$ cat src/rtl/nbit_alu_seq.sv
// nbit_alu_seq: registered valid/ready ALU with {V,C,Z} flags and a bit-serial shift-left
module nbit_alu_seq #(
    parameter int n = 32
) (
    input  logic         clk,
    input  logic         rst,
    input  logic         in_valid,
    output logic         in_ready,
    input  logic [2:0]   ALUop,
    input  logic [n-1:0] r2,
    input  logic [n-1:0] r3,
    output logic         out_valid,
    input  logic         out_ready,
    output logic [n-1:0] r1,
    output logic [2:0]   flags
);
    localparam int SHW = $clog2(n);
    typedef enum logic [1:0] {IDLE, BUSY, HOLD} state_t;
    state_t state_q, state_d;
    logic [n-1:0] r1_q, r1_d, b_eff, res;
    logic [2:0] flags_q, flags_d;
    logic [SHW-1:0] cnt_q, cnt_d, shamt;
    logic [n:0] sum;
    logic accept, is_add, ovf, c_res, shl_start;
    assign shamt = r3[SHW-1:0];
    assign is_add = ALUop == 3'b010;
    assign b_eff = is_add ? r3 : ~r3;
    assign sum = {1'b0, r2} + {1'b0, b_eff} + {{n{1'b0}}, ~is_add};
    assign ovf = (r2[n-1] == b_eff[n-1]) && (sum[n-1] != r2[n-1]);
    assign shl_start = ALUop == 3'b111 && shamt != '0;
    assign in_ready = !rst && (state_q == IDLE || (state_q == HOLD && out_ready));
    assign accept = in_valid && in_ready;
    assign out_valid = state_q == HOLD;
    assign r1 = r1_q;
    assign flags = flags_q;
    always_comb begin
        res = '0;
        c_res = 1'b0;
        case (ALUop)
            3'b000: res = r2 & r3;
            3'b001: res = r2 | r3;
            3'b010, 3'b011: {c_res, res} = sum;
            3'b100: res = r2 ^ r3;
            3'b101: res = ~(r2 | r3);
            3'b110: res = {{(n-1){1'b0}}, sum[n-1] ^ ovf};
            default: res = r2;
        endcase
    end
    always_comb begin
        state_d = state_q;
        r1_d = r1_q;
        flags_d = flags_q;
        cnt_d = cnt_q;
        if (accept && shl_start) begin
            state_d = BUSY;
            r1_d = r2;
            cnt_d = shamt;
            flags_d = '0;
        end else if (accept) begin
            state_d = HOLD;
            r1_d = res;
            flags_d = {ALUop[2:1] == 2'b01 && ovf, c_res, res == '0};
        end else if (state_q == BUSY) begin
            r1_d = r1_q << 1;
            flags_d = {1'b0, r1_q[n-1], r1_q[n-2:0] == '0};
            cnt_d = cnt_q - 1'b1;
            state_d = (cnt_q == SHW'(1)) ? HOLD : BUSY;
        end else if (state_q == HOLD && out_ready) begin
            state_d = IDLE;
        end
    end
    always_ff @(posedge clk or posedge rst) begin
        if (rst) begin
            state_q <= IDLE;
            r1_q <= '0;
            flags_q <= '0;
            cnt_q <= '0;
        end else begin
            state_q <= state_d;
            r1_q <= r1_d;
            flags_q <= flags_d;
            cnt_q <= cnt_d;
        end
    end
endmodule

$ cat config.mk
export PLATFORM = sky130hd
export DESIGN_NAME = nbit_alu_seq
export DESIGN_NICKNAME = d
export VERILOG_FILES = /design/src/rtl/nbit_alu_seq.sv
export SDC_FILE = /design/constraint.sdc
export NUM_CORES = 1
export LEC_CHECK = 0
export ABC_AREA = 1
export BUFFER_PORTS_ARGS = -buffer_cell sky130_fd_sc_hd__buf_2
export CAP_MARGIN = 10
export CORE_ASPECT_RATIO = 2
export CORE_MARGIN = 2
export CORE_UTILIZATION = 55
export CTS_CLUSTER_DIAMETER = 50
export CTS_CLUSTER_SIZE = 12
export DETAILED_ROUTE_END_ITERATION = 12
export GPL_ROUTABILITY_DRIVEN = 1
export PLACE_DENSITY = 0.77
export SYNTH_ARGS = -nofsm -noshare
export SYNTH_HDL_FRONTEND = slang
export SYNTH_SLANG_ARGS = --single-unit
$ cat constraint.sdc
create_clock -name clk -period 3.5 [get_ports clk]
set_clock_uncertainty 0.2 [all_clocks]
set_input_delay 0.35 -clock clk [delete_from_list [all_inputs] [get_ports clk]]
set_output_delay 0.35 -clock clk [all_outputs]
set_load 0.02 [all_outputs]
==> impl_results.md <==
* Tightest Pin Transition at 0.949 ns
* CP cell instances: buf_2 > inv_1 > nor2_4 > nand2_4 > clkbuf_16 > xor2_1 > ha_1 > nand2_1 > nor2_2 > nand3_1 > nand2_2 > nand2_1 > nand2_1 > nand2_1 > nand3_1 > nand2_1 > nand2_1 > nand2_1 > nor2_1 > nand3_1 > nor3_2 > nand2_1 > a21oi_2
* Seq/Total Area, Yosys at 13.7%
* Insertion delay to the later sink of the worst-skew pair at 0.29 ns
* Post-DP Area at 9010 um2
* Async S/R FF share, synth at 100%
* Area Overhead vs Synth at 21.9%
* #FFs+latches synth at 42
* Max frequency at 304 MHz
* Sink Count at 42
* Slew HR at 36.7%
* Critical path's slowest cell: ha_1
* Crit Reg-Reg Startpoint: state_q[0]$_DFFE_PP0P_
* Minimum clock period after layout at 3.29 ns
* Metal3 WL at 1.61 mm
* Worst path required time at 3.52 ns
* Highest metal used: met4
* Status: finished with violations
* TritonCTS Buffers at 5
* # H-tree levels at 2
* Synth warn at 0
* Number of max-slew violations in the final report at 0
* Mapped Area at 7650 um2
* Critical-path maximum fanout at 8
* R2R Path End: r1[18]$_DFFE_PP0P_
* Post-Route WL at 29.2 mm
* Initial antenna violation count at 0
* ANT nets after route at 0
* Antenna Cells at 0
* Row cnt at 61
* Overall Global Routing Usage at 39.0%
* I/O Pins at 108
* Arrival @ worst endpoint at 3.31 ns
* Area of the die at 14900 um2
* DR vias/cell at 5.64
* # setup viols final at 0
* PortBufs at 107
* Final Cycle Share at 93.9%
* Routed WL per cell at 17.9 um
* Post-synth net total at 1460
* TritonRoute pass-1 iters at 6
* Maximum vdd drop at 0.347 mV
* Worst Setup End Kind: flip-flop
* Cell repeated most along the worst path: nand2_1
* Final instance area at 9320 um2
* Number of fill cells at 1272
* Pwr/cell area at 245 nW/um2
* Final Hold Fails at 8
* Root Driver: clkbuf_16
* Count of unique library cells instantiated by Yosys at 48
* Number of synthesized flops with an enable pin at 0
* Final HPWL DP at 23.6 mm
* CP peak stage delay at 0.34 ns
* Vias in the first global route at 8932
* CTS tree: done
* Remaining DRCs at 0
* Setup TNS at 0 ns
* Startpoint Class: primary input
* Cell leakage power at 5.43 nW
* First-pass GRT wire length at 44.9 mm
* Met1 WL at 10.2 mm
* Share of cells above drive strength 1 at 19.9%
* DR iter-0 viols at 590
* Gr ovfl total at 0
* Failing checks: hold timing
* Setup Crit Path Kind: in -> reg
* Clock transition at path regs at 0.06 ns
* Main synth FF type: dfrtp_1
* Met2 Wirelength at 14.3 mm
* GPL Wtd Cong at 1.02
* R2R setup slack at 0.92 ns
* WHS at -0.00696 ns
* Worst min path class: in -> async
* Final net count at 1649
* Die Y at 171 um
* MaxCap Viol Count at 0
* CTS Buffer Depth at 2
* Initial core utilization at 55.7%
* Synthesized instance count at 1283
* Largest net degree at the start of global routing at 43
* Worst reg2reg path depth at 6
* Routed via count at 9184
* Die Wd at 87.4 um
* Core Area at 13700 um2
* Mean Syn Cell Area at 5.96 um2
* Power, Total at 2.29 mW
[synthesized netlist by cell type (2+ instances only)]
master	instances	area [um2]
o22ai_1	2	12.5
buf_2	10	50.1
inv_1	211	792
nor3_1	7	35.0
buf_1	2	7.51
o221ai_1	4	35.0
a211oi_1	18	135
clkbuf_1	15	56.3
nand3_1	76	380
nand2_1	442	1660
a21o_1	4	30.0
o21ai_1	7	35.0
nand3b_1	9	67.6
a31oi_1	9	56.3
nor2_4	2	22.5
o21ai_0	64	320
ha_1	105	1310
mux2i_1	3	30.0
nand3_2	4	40.0
o21bai_1	2	15.0
a21oi_1	37	185
o211ai_1	15	113
buf_4	2	15.0
a21oi_2	2	17.5
dfrtp_1	42	1050
xor2_1	33	289
nor4_1	9	56.3
buf_6	5	56.3
nand2_2	12	75.1
nor2_1	90	338
nand4_1	11	68.8
a211oi_2	6	75.1
o211ai_2	2	25.0
inv_2	7	26.3
[stage by stage]
stage          instances  util, %  worst slack (ns)  hold slack (ns)
2_1_floorplan       1283        -             0.139            0.259
3_3_place_gp        1619     65.6            -0.299            0.261
3_5_place_dp        1619     65.6            -0.303            0.261
4_1_cts             1626     66.8            0.0889           0.0192
5_1_grt             1629     67.9          -0.00460           0.0743
6_report            1629     67.9             0.214         -0.00696
[registers in the layout, indices dropped and copies added (netlist names)]
register / count
cnt_q: 5
r1: 32
state_q: 2
flags: 3
[cell type report]
cell class              instances  area (um2)  share of cell area [%]
flip-flops and latches         42        1050                    11.3
inverters                     218         818                    8.78
multi-input cells             988        5680                    61.0
repair buffers                217        1400                    15.1
clock inverters                 1        30.0                   0.322
clock buffers                   6         139                    1.49
well taps                     157         196                    2.11
[layer usage]
layer	up-vias	global-route usage, %
met5	-	0
met4	0	31.5
met3	154	4.25
met2	426	68.2
met1	4135	40.4
li1	4469	-
[cells by family after synthesis]
kind of cell               synth area share (%)
AOI/OAI and AO/OA                          15.0
muxes                                     0.540
DFF                                        13.7
and+or+nand+nor                            36.2
buffers and inverters                      13.3
xor gates and xnor gates                   3.78
adders and majority gates                  17.4
[layout by cell type (no fill, tap or decap), types with 42 or more instances in the layout]
cell and count:
nand2_1 435, inv_1 209, buf_2 107, buf_4 107, ha_1 104, nor2_1 82
nand3_1 75, o21ai_0 57, dfrtp_1 42
[power breakdown]
group / switching [mW] / internal, mW / total (mW)
logic: 0.770 / 0.490 / 1.26
registers: 0 / 0.486 / 0.486
clock network: 0.189 / 0.352 / 0.541
total: 0.959 / 1.33 / 2.29
[worst max path at each step]
stage / startpoint / to / slack (ns)
after floorplan: ALUop[1] / flags[0]$_DFFE_PP0P_ / 0.14
after global placement: ALUop[1] / flags[0]$_DFFE_PP0P_ / -0.30
after detailed placement: ALUop[1] / flags[0]$_DFFE_PP0P_ / -0.30
after CTS: ALUop[1] / flags[0]$_DFFE_PP0P_ / 0.09
after global routing: ALUop[1] / flags[0]$_DFFE_PP0P_ / -0.005
final: ALUop[1] / flags[0]$_DFFE_PP0P_ / 0.21
[critical path: cells and delay by family]
family | cells | cell delay [ns]
compound gates | 1 | 0.11
xor+xnor | 1 | 0.15
simple gates | 17 | 2.01
fa+ha+maj | 1 | 0.34
buf+inv | 3 | 0.36
[what timing repair did]
| action | CTS | global route |
|---|---|---|
| resized for setup | 1 | 37 |
| buffers inserted | 0 | 2 |
| cloned | 0 | 1 |
| hold buffers | 0 | 0 |
| pin swaps | 0 | 3 |
| setup endpoints to repair | 1 | 8 |
No activity file was read; power rests on OpenSTA's default activity.
